## config.mk

```make
export PLATFORM = sky130hd
export DESIGN_NAME = pipe_ctrl
export DESIGN_NICKNAME = d
export VERILOG_FILES = /design/src/rtl/pipe_ctrl_pkg.sv /design/src/rtl/pipe_stall_enc.sv /design/src/rtl/pipe_ctrl.sv
export SDC_FILE = /design/constraint.sdc
export NUM_CORES = 1
export LEC_CHECK = 0
export ABC_AREA = 1
export CAP_MARGIN = 20
export CELL_PAD_IN_SITES_DETAIL_PLACEMENT = 1
export CELL_PAD_IN_SITES_GLOBAL_PLACEMENT = 2
export CORE_MARGIN = 1.5
export CORE_UTILIZATION = 23
export CTS_BUF_LIST = sky130_fd_sc_hd__clkbuf_8
export DETAILED_ROUTE_END_ITERATION = 8
export GPL_ROUTABILITY_DRIVEN = 0
export GPL_TIMING_DRIVEN = 0
export PLACE_DENSITY_LB_ADDON = 0.05
export SLEW_MARGIN = 20
export SYNTH_ARGS = -nofsm -noshare
export SYNTH_HDL_FRONTEND = slang
export SYNTH_SLANG_ARGS = --single-unit
export TNS_END_PERCENT = 50
```

## constraint.sdc

```tcl
create_clock -name clk -period 2.46 [get_ports clk]
set_input_delay 0.615 -clock clk [delete_from_list [all_inputs] [get_ports clk]]
set_output_delay 0.615 -clock clk [all_outputs]
set_load 0.05 [all_outputs]
```

## src/rtl/pipe_ctrl_pkg.sv

```systemverilog
// Shared stall bit indices, stall patterns and sequencer state encoding for pipe_ctrl.
package pipe_ctrl_pkg;

    localparam int STALL_PC  = 0;
    localparam int STALL_IF  = 1;
    localparam int STALL_ID  = 2;
    localparam int STALL_EX  = 3;
    localparam int STALL_MEM = 4;
    localparam int STALL_WB  = 5;
    localparam int STALL_BUS_W = 6;

    localparam logic [STALL_BUS_W-1:0] STALL_NONE   = 6'b000000;
    localparam logic [STALL_BUS_W-1:0] STALL_BY_IF  = 6'b000011;
    localparam logic [STALL_BUS_W-1:0] STALL_BY_ID  = 6'b000111;
    localparam logic [STALL_BUS_W-1:0] STALL_BY_EX  = 6'b001111;
    localparam logic [STALL_BUS_W-1:0] STALL_BY_MEM = 6'b011111;

    localparam logic BRANCH_ENABLE  = 1'b1;
    localparam logic BRANCH_DISABLE = 1'b0;

    typedef enum logic {
        CTRL_RUN   = 1'b0,
        CTRL_REDIR = 1'b1
    } ctrl_state_e;

endpackage

```

## src/rtl/pipe_stall_enc.sv

```systemverilog
// Priority encoder: the oldest stalling stage decides how much of the pipe holds.
module pipe_stall_enc
    import pipe_ctrl_pkg::*;
(
    input  logic                   stallreq_if_i,
    input  logic                   stallreq_id_i,
    input  logic                   stallreq_ex_i,
    input  logic                   stallreq_mem_i,
    output logic [STALL_BUS_W-1:0] stall_o
);

    always_comb begin
        stall_o = STALL_NONE;
        if (stallreq_mem_i) begin
            stall_o = STALL_BY_MEM;
        end else if (stallreq_ex_i) begin
            stall_o = STALL_BY_EX;
        end else if (stallreq_id_i) begin
            stall_o = STALL_BY_ID;
        end else if (stallreq_if_i) begin
            stall_o = STALL_BY_IF;
        end
    end

endmodule

```

## src/rtl/pipe_ctrl.sv

```systemverilog
// Pipeline sequencer: stall vector, branch flush and registered PC redirect.
// Optional performance counters are enabled by defining PIPE_CTRL_PERF_EN.
module pipe_ctrl
    import pipe_ctrl_pkg::*;
#(
    parameter int ADDR_W  = 32,
    parameter int STALL_W = 6
) (
    input  logic              clk,
    input  logic              rst,
    input  logic              stallreq_if_i,
    input  logic              stallreq_id_i,
    input  logic              stallreq_ex_i,
    input  logic              stallreq_mem_i,
    input  logic              branch_flag_i,
    input  logic [ADDR_W-1:0] branch_addr_i,
    output logic [STALL_W-1:0] stall_o,
    output logic              flush_o,
    output logic              redirect_valid_o,
    output logic [ADDR_W-1:0] redirect_pc_o,
    output logic              busy_o
`ifdef PIPE_CTRL_PERF_EN
    ,
    output logic [31:0]       perf_stall_cyc_o,
    output logic [31:0]       perf_flush_cnt_o
`endif
);

    logic [STALL_BUS_W-1:0] stall_enc;
    ctrl_state_e            state_q, state_d;
    logic [ADDR_W-1:0]      target_q, target_d;
    logic                   ex_adv;
    logic                   branch_accept;

    pipe_stall_enc u_stall_enc (
        .stallreq_if_i (stallreq_if_i),
        .stallreq_id_i (stallreq_id_i),
        .stallreq_ex_i (stallreq_ex_i),
        .stallreq_mem_i(stallreq_mem_i),
        .stall_o       (stall_enc)
    );

    // Outputs are forced quiet during reset so nothing downstream moves on that edge.
    generate
        for (genvar gi = 0; gi < STALL_W; gi++) begin : g_stall
            if (gi < STALL_BUS_W) begin : g_map
                assign stall_o[gi] = rst ? 1'b0 : stall_enc[gi];
            end else begin : g_pad
                assign stall_o[gi] = 1'b0;
            end
        end
    endgenerate

    assign ex_adv        = ~stall_o[STALL_EX];
    assign branch_accept = (state_q == CTRL_RUN) && (branch_flag_i == BRANCH_ENABLE) && ex_adv;

    always_comb begin
        state_d          = state_q;
        target_d         = target_q;
        flush_o          = 1'b0;
        redirect_valid_o = 1'b0;
        redirect_pc_o    = '0;
        busy_o           = 1'b0;
        unique case (state_q)
            CTRL_RUN: begin
                if (branch_accept) begin
                    flush_o  = 1'b1;
                    target_d = branch_addr_i;
                    state_d  = CTRL_REDIR;
                end
            end
            CTRL_REDIR: begin
                flush_o          = 1'b1;
                redirect_valid_o = 1'b1;
                redirect_pc_o    = target_q;
                busy_o           = 1'b1;
                // pc_reg only takes the target on an edge where it is not held.
                if (!stall_o[STALL_PC]) begin
                    state_d = CTRL_RUN;
                end
            end
            default: state_d = CTRL_RUN;
        endcase
        if (rst) begin
            flush_o          = 1'b0;
            redirect_valid_o = 1'b0;
            redirect_pc_o    = '0;
            busy_o           = 1'b0;
        end
    end

    always_ff @(posedge clk) begin
        if (rst) begin
            state_q  <= CTRL_RUN;
            target_q <= '0;
        end else begin
            state_q  <= state_d;
            target_q <= target_d;
        end
    end

`ifdef PIPE_CTRL_PERF_EN
    logic [31:0] perf_stall_q, perf_stall_d;
    logic [31:0] perf_flush_q, perf_flush_d;

    always_comb begin
        perf_stall_d = perf_stall_q;
        perf_flush_d = perf_flush_q;
        if (stall_o != '0) begin
            perf_stall_d = perf_stall_q + 32'd1;
        end
        if (branch_accept) begin
            perf_flush_d = perf_flush_q + 32'd1;
        end
    end

    always_ff @(posedge clk) begin
        if (rst) begin
            perf_stall_q <= '0;
            perf_flush_q <= '0;
        end else begin
            perf_stall_q <= perf_stall_d;
            perf_flush_q <= perf_flush_d;
        end
    end

    assign perf_stall_cyc_o = perf_stall_q;
    assign perf_flush_cnt_o = perf_flush_q;
`endif

endmodule

```

# --- Word level (Yosys, flattened, before mapping) ---
# Cells that the tools add are included.
classes:
  bitwise: 2
  reduce_logical: 3
  muxes: 19
op_table:
  columns: ["operator", "n"]
  rows:
  - ["$mux W32", 2]
  - ["$mux W6", 3]
  - ["$mux W1", 11]
  - ["$pmux W1 S2", 2]
  - ["$logic_and A1 B1 Y1", 2]
  - ["$mux W2", 1]
  - ["$not A1 Y1", 2]
  - ["$reduce_and A2 Y1", 1]
word_totals:
  input_bits: 39
  out_inout_bits: 41
  wordCells: 26
  regBits: 33

# --- Depth between registers and ports, before layout ---
# Gate-level depths: netlist of run 1.
logic_depth:
  word_depth: 10
  depth_mapped: 7
  depth_no_buf: 5

# --- By module ---
# From an unflattened synthesis of run 1, not the netlist that was laid out.
hier_totals:
  hier_cells: 314
  area_unflattened_um2: 1864.3
modules_own_cells:
  columns: ["mod", "area_per_inst_um2", "cells_each", "seq_area_each_um2", "instances"]
  rows:
  - ["pipe_ctrl", 1811.7, 304, 660.6, 1]
  - ["pipe_stall_enc", 52.6, 10, 0.0, 1]

# --- Worst setup path after synthesis of run 1 ---
# OpenSTA, ideal clock, no wires.
synth_path:
  path_type: "input to output"
  start: "in rst"
  end: "out stall_o[1]"
  arrival_ps: 1973
  path_stages: 3
  t_required_ps: 1845
  path_buffers: 2
  slack_ps: -128
  cell_sequence: "buf_2 > a31oi_1 > buf_4"
synth_via:
  elab_chain_cells: 1
synth_lines:
  columns: ["item", "line_no", "text"]
  rows:
  - ["start, declared", "pipe_ctrl.sv:10", "input logic rst,"]
  - ["$mux W1", "pipe_ctrl.sv:47", "assign stall_o[gi] = rst ? 1'b0 : stall_enc[gi];"]
  - ["end, declared", "pipe_ctrl.sv:17", "output logic [STALL_W-1:0] stall_o,"]
# Every way passes these cells.

# --- Final worst setup path of run 1 ---
layout_path:
  start: "in branch_flag_i"
  end: "out flush_o"
layout_via:
  elab_chain_cells: 5
layout_lines:
  columns: ["item", "line_no", "text"]
  rows:
  - ["start, declared", "pipe_ctrl.sv:15", "input logic branch_flag_i,"]
  - ["$logic_and A1 B1 Y1 (2 in a row)", "pipe_ctrl.sv:55", "assign branch_accept = (state_q == CTRL_RUN) && (branch_flag_i == BRANCH_ENABLE) && ex_adv;"]
  - ["$mux W1", "pipe_ctrl.sv:66", "if (branch_accept) begin"]
  - ["$pmux W1 S2", "pipe_ctrl.sv:64", "unique case (state_q)"]
  - ["$mux W1", "pipe_ctrl.sv:84", "if (rst) begin"]
  - ["end, declared", "pipe_ctrl.sv:18", "output logic flush_o,"]
# Every way passes these cells.

==> results.cfg, run 1 <==
[synthesis]
synth_seq_cells = 33
netlist-cell-type-count = 19
synth_mux_area_share_pct = 0
avgSynthCellArea_um2 = 6.24
ys_warn_count = 0
synthAdderAreaFrac_pct = 0
netlist_area_um2 = 1900
synth_compound_area_share_pct = 9.99
synth_nets = 344
yosysSeqAreaShare_pct = 34.7
synthCells = 305
yosys.area_share.simple_pct = 35.5
synth_top_family_by_area = simple AND/OR/NAND/NOR gates
synthXorXnorAreaFrac_pct = 0

[run]
maxCapViolCount = 0

[die]
boundaryPins = 80
die_area_um2 = 8830
fp.dieW_um = 94.0
start_util_pct = 23.4
die_h_um = 94.0
fp-row-count = 33
core_area_um2 = 8130

[setup_path]
critPathRequiredTime_ps = 1850
r2r_end = target_q[11]
worstSetupEndpointType = output port
worst_r2r_path_depth = 8
r2r_slack_ps = 1130
r2r_start = state_q
crit_arrival_ps = 1800
worstPathMaxFanout = 2
start_kind = input port
setup.worst_path.class = input port to output port

[timing]
hold_viol_final = 0
fin_skew_ps = 3.61
period_needed_ps = 2420
setup_viol = 0
maxSlewViolCount = 0
fin_crit_sh_pct = 98.3
rsz0062_at_grt = false
holdWs_ps = 481
timing.final.ws_setup_ps = 42.8
setup_tns_ps = 0
fmax_mhz = 414

[cells_and_area]
drive_gt1_share_pct = 22.0
fill_cells = 1056
finalNonFillerCells = 501
final_nets = 434
fin_util_pct = 35.5
area_delta_synth_final_pct = 51.8
n_antenna_cell = 0

[clocking]
numCtsBuffers = 5
clock_path_buffers = 2
clockRootBuffer = clkbuf_8
path_clk_slew_ps = 70
h-tree-depth = 2
cts_tree = built
cts_hold_buf = 0
clock-sinks = 33
insertion_delay_ps = 290

[worst_hold_path]
holdPathEnd = target_q[19]
holdPathStages = 2
min_from = target_q[19]
hp-class = register to register

[drt]
routed_wl_um = 6220
wl_met1_um = 3020
wl_met2_um = 2920
firstDrtPassIters = 4
drc_errors = 0
wl_met3_um = 225
ant_nets = 0
drt_iter0_drc = 56
via_per_inst = 4.15
routed.top_layer = met4
vias = 2078
wl_per_cell_um = 12.4

[place]
place_hpwl_um = 4520
preCtsSetupSlack_ps = -789
portBuffers = 78
placed_cells = 488

[global_route]
overflow = 0
antenna_found_initial = 0
grtUsageTotal_pct = 14.6
grt_pass1_wl_um = 9920
grt_pass1_vias = 1974
grt_max_degree = 11

[pwr]
peakVddDrop_mv = 0.176
total_leakage_power_nw = 1.41
powerDensity_nw_per_um2 = 523

[outcome]
status = finished clean
## stage by stage
stage	cell area, um^2	power, mW
final	2890	1.51
after global routing	2890	1.60
after CTS	2880	1.54
after detailed placement	2820	1.07
after global placement	2820	1.06
after floorplan	1910	0.901
## cell type report
type | count | area, um^2 | share of cell area [%]
multi-input combinational | 205 | 883 | 30.6
clock inverter | 1 | 5.00 | 0.173
tap | 105 | 131 | 4.55
buffer | 28 | 239 | 8.27
timing repair buffer | 83 | 728 | 25.2
inverter | 39 | 146 | 5.06
sequential | 33 | 661 | 22.9
clock buffer | 7 | 96.3 | 3.33
## logic make-up after synthesis
kind of cell    count (synthesis)
compound gates                 37
buf+inv                        67
flops                          33
other cells                     1
simple gates                  167
## timing repair
item	4_1_cts	5_1_grt
pin swaps	2	1
resized for setup	177	3
setup endpoints to repair	40	4
setup buffers	4	1
## critical path: stages
cell and delay [ps]:
clkdlybuf4s50_1 510, inv_2 50, nor2_4 90, buf_8 100
nand2_1 70, a21oi_2 180, buf_6 180
## worst max path at each step
| stage | start | end | slack [ps] | cells after the start |
|---|---|---|---|---|
| after floorplan | rst | redirect_valid_o | 40 | 3 |
| after global placement | rst | flush_o | -800 | 7 |
| after detailed placement | rst | flush_o | -790 | 7 |
| after CTS | stallreq_ex_i | flush_o | 4 | 6 |
| after global routing | branch_flag_i | flush_o | 20 | 7 |
| final | branch_flag_i | flush_o | 40 | 7 |
## state kept, by name, indices dropped and copies added, names as in the netlist
| name | flops |
|---|---|
| target_q | 32 |
| state_q | 1 |
## Yosys cell counts
library cell / n / area (um^2)
nor2_4: 1 / 11.3
dfxtp_1: 33 / 661
inv_2: 4 / 15.0
nand2_1: 65 / 244
buf_6: 9 / 101
buf_2: 9 / 45.0
o21ai_1: 1 / 5.00
o21ai_2: 1 / 8.76
nor2_1: 67 / 251
nand3_1: 34 / 170
conb_1: 1 / 3.75
buf_8: 1 / 15.0
buf_4: 4 / 30.0
inv_1: 35 / 131
a21oi_1: 34 / 170
buf_1: 2 / 7.51
a31oi_1: 1 / 6.26
clkbuf_1: 2 / 7.51
buf_12: 1 / 20.0
## routing by layer
metal	vias to the layer above	global-route usage, %
li1	1101	-
met5	-	0
met1	927	19.0
met4	0	4.10
met3	6	2.59
met2	44	24.5
## where the power goes
| part | total [mW] | switching (mW) | internal, mW |
|---|---|---|---|
| clock | 0.465 | 0.212 | 0.253 |
| sequential | 0.604 | 0.0226 | 0.581 |
| combinational | 0.443 | 0.256 | 0.188 |
## placed cells by master, fill, tap and decap left out, types with 2 or more instances in the layout
cell             Yosys  routed
nand2_1             65      65
buf_8                1       2
buf_2                9      29
clkbuf_8             0       7
buf_4                4      12
nand3_1             34      34
buf_1                2       2
buf_6                9       9
dfxtp_1             33      33
dlymetal6s2s_1       0       2
inv_1               35      35
clkdlybuf4s15_2      0      16
clkdlybuf4s50_1      0      35
nor2_1              67      66
inv_2                4       4
a21oi_1             34      33
Power figures use the tool's default switching activity.
==> inputs of run 2 (changes only) <==
--- a/config.mk
+++ b/config.mk
@@ -10,7 +10,7 @@
 export CELL_PAD_IN_SITES_DETAIL_PLACEMENT = 1
 export CELL_PAD_IN_SITES_GLOBAL_PLACEMENT = 2
 export CORE_MARGIN = 1.5
-export CORE_UTILIZATION = 23
+export CORE_UTILIZATION = 22
 export CTS_BUF_LIST = sky130_fd_sc_hd__clkbuf_8
 export DETAILED_ROUTE_END_ITERATION = 8
 export GPL_ROUTABILITY_DRIVEN = 0
==> constraint.sdc (replaced) <==
create_clock -name clk -period 2.5 [get_ports clk]
set_input_delay 0.625 -clock clk [delete_from_list [all_inputs] [get_ports clk]]
set_output_delay 0.625 -clock clk [all_outputs]
set_load 0.05 [all_outputs]
==> run 2 against run 1 <==
Net effect: clock power shrank 12%; critical path depth shrank 3; sequential cell count is the same; global-route usage is essentially flat; die area grew 4.4%; sequential power shrank 1%; first-iteration DRC count shrank 34%; via count grew 1.9%; non-clock buffer count shrank 1; register-to-register slack gained 90 ps; critical endpoint is now stall_o[0].
==> results.cfg, run 2 (same netlist as run 1, synthesis figures left out) <==
[timing]
setup_viol = 0
worst_slew_margin_rel_pct = 65.3
period_needed_ps = 2390
tightest_slew_ps = 521
setup_tns_ps = 0
fmax_mhz = 418
rsz0062_at_grt = false
fin_skew_ps = 1.77
fin_crit_sh_pct = 95.6
hold_viol_final = 0
maxSlewViolCount = 0
timing.final.ws_setup_ps = 109
holdWs_ps = 482

[setup_path]
start_kind = input port
cpMaxStageDelayCell = clkdlybuf4s50_1
max_stage_delay_ps = 460
worstSetupEndpointType = output port
crit_chain = clkdlybuf4s50_1, inv_1, a31oi_2, clkdlybuf4s15_2
critPathRequiredTime_ps = 1880
crit_family = buffers and inverters
crit_buf_inv = 3
setup.worst_path.class = input port to output port
crit_arrival_ps = 1770
worstPathMaxFanout = 3

[drt]
drt_iter0_drc = 37
wl_per_cell_um = 12.7
drc_errors = 0
vias = 2117
routed_wl_um = 6330
via_per_inst = 4.24
firstDrtPassIters = 4
ant_nets = 0

[cells_and_area]
n_antenna_cell = 0
area_delta_synth_final_pct = 51.4
top_regs = target_q x32, state_q x1
drive_gt1_share_pct = 19.0
fin_util_pct = 34.7
final_common_cell = nor2_1
final_nets = 433
regMostFlops = target_q
finalNonFillerCells = 499
largest_reg_flops = 32
stdcell_area_um2 = 2880
final_cell_mix = 66 x nor2_1, 65 x nand2_1, 36 x inv_1

[clocking]
numCtsBuffers = 5
path_clk_slew_ps = 70
h-tree-depth = 2
clock_path_buffers = 2
insertion_delay_ps = 290
clockRootBuffer = clkbuf_8
cts_tree = built
clock-sinks = 33

[global_route]
grt_pass1_vias = 2065
grt_max_degree = 11
grtUsageTotal_pct = 14.5
grt_pass1_wl_um = 10100
antenna_found_initial = 0
overflow = 0

[die]
start_util_pct = 22.9
die_h_um = 96.0
boundaryPins = 80
fp.dieW_um = 96.0
fp-row-count = 33
die_area_um2 = 9220
core_area_um2 = 8300

[place]
placed_cells = 488
preCtsSetupSlack_ps = -802
place_hpwl_um = 4620
post_dp_cell_area_um2 = 2820
portBuffers = 78

[pwr]
powerDensity_nw_per_um2 = 501
total_leakage_power_nw = 1.42
peakVddDrop_mv = 0.164
finalPower_mw = 1.44

[worst_hold_path]
hp-class = register to register

[outcome]
status = finished clean

[run]
maxCapViolCount = 0
run 2: final timing paths:
kind / startpoint / end / slack, ps / cells past startpoint
max reg2reg: state_q / target_q[11] / 1220 / 8
min: target_q[31] / target_q[31] / 480 / 2
max: stallreq_id_i / stall_o[0] / 110 / 4
min reg2reg: target_q[31] / target_q[31] / 480 / 2
run 2: tightest hold or removal path, stage by stage, from the launching register on:
cell and delay (ps):
dfxtp_1 330, a21oi_1 40, nor2_1 80
run 2: power by group:
group,leakage [nW],internal [mW],switching (mW)
sequential,0.272,0.572,0.0223
combinational,1.10,0.185,0.253
clock,0.0485,0.214,0.197
run 2: repair_timing:
item	in CTS	in global routing
hold buffers	0	0
resized for setup	164	6
setup endpoints to repair	40	4
pin swaps	1	2
buffers inserted	2	2
run 2: area by class of cell:
| cell class | count | area, um^2 |
|---|---|---|
| fill | 1061 | 5420 |
| inverter | 39 | 146 |
| multi-input combinational | 205 | 888 |
| buffer | 28 | 239 |
| clock buffer | 6 | 82.6 |
| sequential | 33 | 661 |
| timing repair buffer | 82 | 731 |
| clock inverter | 1 | 3.75 |
| tap | 105 | 131 |
run 2: metal layers:
metal	GRT usage (%)	part of all wire, %
met3	2.69	4.3
met5	0	0
met2	25.3	48
met1	17.9	47
met4	4.78	1.4
==> inputs of run 3 (changes only) <==
--- a/config.mk
+++ b/config.mk
@@ -10,7 +10,7 @@
 export CELL_PAD_IN_SITES_DETAIL_PLACEMENT = 1
 export CELL_PAD_IN_SITES_GLOBAL_PLACEMENT = 2
 export CORE_MARGIN = 1.5
-export CORE_UTILIZATION = 22
+export CORE_UTILIZATION = 21
 export CTS_BUF_LIST = sky130_fd_sc_hd__clkbuf_8
 export DETAILED_ROUTE_END_ITERATION = 8
 export GPL_ROUTABILITY_DRIVEN = 0
@@ -19,5 +19,6 @@
 export SLEW_MARGIN = 20
 export SYNTH_ARGS = -nofsm -noshare
 export SYNTH_HDL_FRONTEND = slang
+export SYNTH_HIERARCHICAL = 1
 export SYNTH_SLANG_ARGS = --single-unit
 export TNS_END_PERCENT = 50
==> run 3 against run 2 <==
Net effect: clock skew increased by 1.4 ps; synthesized cell count increased by 3.0%; global-route usage decreased by 0.97 points; sequential cell count unchanged; via count increased by 1.1%; first-iteration DRC count increased by 22%; clock-buffer cell count unchanged; worst setup slack got worse by 28 ps; die area increased by 2.5%; largest cell class unchanged.
==> results.cfg, run 3 <==
[synthesis]
yosysTopAreaCell = dfxtp_1
ys_warn_count = 6
synth_seq_cells = 33
yosysSeqAreaShare_pct = 35.4
yosys.area.top_type_share_pct = 35.4
netlist_area_um2 = 1860
async_flop_share_pct = 0
yosysMostFrequentCell = nor2_1
synth_edf_count = 0
netlist-cell-type-count = 16
yosys_most_used_dff = dfxtp_1
synthCells = 314
synth_nets = 353
synthTopCellsByCount = 71 x nor2_1, 67 x nand2_1, 42 x inv_1
ys_top_cells_by_area = dfxtp_1 35%, nor2_1 14%, nand2_1 13%
avgSynthCellArea_um2 = 5.94

[clocking]
cts_tree = built
insertion_delay_ps = 280
clock_path_buffers = 2
path_clk_slew_ps = 60
clock-sinks = 33
cts_hold_buf = 0
clockRootBuffer = clkbuf_8
numCtsBuffers = 5
h-tree-depth = 2

[run]
maxCapViolCount = 0

[timing]
maxSlewViolCount = 0
rsz0062_at_grt = false
setup_viol = 0
holdWs_ps = 481
hold_viol_final = 0
period_needed_ps = 2420
fin_crit_sh_pct = 96.7
fmax_mhz = 413
fin_skew_ps = 3.16
tightest_slew_ps = 879
worst_slew_margin_rel_pct = 41.2

[die]
core_area_um2 = 8680
boundaryPins = 80
die_h_um = 97.2
fp-row-count = 34
start_util_pct = 21.5
die_area_um2 = 9450
fp.dieW_um = 97.2

[place]
place_hpwl_um = 4600
placed_cells = 500
portBuffers = 78

[drt]
via_per_inst = 4.19
firstDrtPassIters = 4
vias = 2141
routed_wl_um = 6270
ant_nets = 0
drc_errors = 0
drt_iter0_drc = 45
wl_per_cell_um = 12.3

[cells_and_area]
final_cell_mix = 71 x nor2_1, 66 x nand2_1, 43 x inv_1
top_regs = target_q x32, state_q x1
n_antenna_cell = 0
fill_cells = 1150
finalNonFillerCells = 511
regMostFlops = target_q
final_nets = 442
area_delta_synth_final_pct = 53.9
largest_reg_flops = 32
drive_gt1_share_pct = 16.6
final_common_cell = nor2_1

[setup_path]
worstPathMaxFanout = 10
start_kind = input port
r2r_start = state_q
worstSetupEndpointType = output port
crit_arrival_ps = 1790
setup.worst_path.start = branch_flag_i
critPathRequiredTime_ps = 1880
setup.worst_path.class = input port to output port

[global_route]
grt_pass1_vias = 2174
grt_pass1_wl_um = 10400
grt_max_degree = 11
grtUsageTotal_pct = 13.6
antenna_found_initial = 0
overflow = 0

[pwr]
peakVddDrop_mv = 0.140
finalPower_mw = 1.41
powerDensity_nw_per_um2 = 492
total_leakage_power_nw = 1.43

[worst_hold_path]
min_from = target_q[31]
hp-class = register to register

[outcome]
status = finished clean
==> run 3: final timing paths <==
check / endpoint / slack (ps) / depth (start not counted)
worst max-delay path: flush_o / 80 / 7
worst min-delay path: target_q[31] / 480 / 2
worst max register to register: target_q[29] / 1160 / 7
worst min register to register: target_q[31] / 480 / 2
==> run 3: cells by family after synthesis <==
kind of cell,after synthesis,share of synthesized area (%)
flip-flops,33,35.4
AND/OR/NAND/NOR,174,37.7
other,1,0.201
buffers and inverters,72,17.6
AO/OA/AOI/OAI,34,9.13
==> run 3: cell type report <==
cell class                      count  area (um^2)  share of cell area (%)
Multi-Input combinational cell    209          882                    30.7
Sequential cell                    33          661                    23.0
Inverter                           43          161                    5.63
Clock buffer                        6         82.6                    2.88
Clock inverter                      1         3.75                   0.131
Timing Repair Buffer               82          751                    26.2
Buffer                             29          193                    6.72
Tap cell                          108          135                    4.71
==> run 3: repair_timing <==
item                       CTS  global route
hold endpoints to repair     0             0
gates resized for setup    142            10
setup endpoints to repair   40             7
pin swaps                    2             2
setup buffers                4             0
==> run 3: worst max-delay path: stages <==
cell,delay [ps]
clkdlybuf4s50_1,470
inv_1,50
nor2_2,100
buf_6,160
nand2_2,70
a21oi_2,140
buf_6,170
==> run 3: metrics by stage <==
| step | TNS, ps | setup slack [ps] | utilization [%] | area [um^2] |
|---|---|---|---|---|
| 2_1_floorplan | 0 | 64.1 | - | 1870 |
| 3_5_place_dp | -24050 | -766 | 32.1 | 2780 |
| 6_report | 0 | 81.3 | 33.1 | 2870 |
| 5_1_grt | 0 | 1.46 | 33.1 | 2870 |
| 4_1_cts | -52.7 | -52.7 | 33.1 | 2880 |
| 3_3_place_gp | -24040 | -774 | 32.1 | 2780 |
==> run 3: power breakdown <==
part           total [mW]  internal, mW  switching (mW)
Clock               0.402         0.214           0.188
Combinational       0.414         0.168           0.246
Sequential          0.595         0.573          0.0226
==> run 3: layer usage <==
metal | track usage [%] | part of all wire, %
met3 | 2.95 | 3.6
met5 | 0 | 0
met1 | 16.6 | 47
met4 | 3.63 | 1.2
met2 | 24.0 | 48
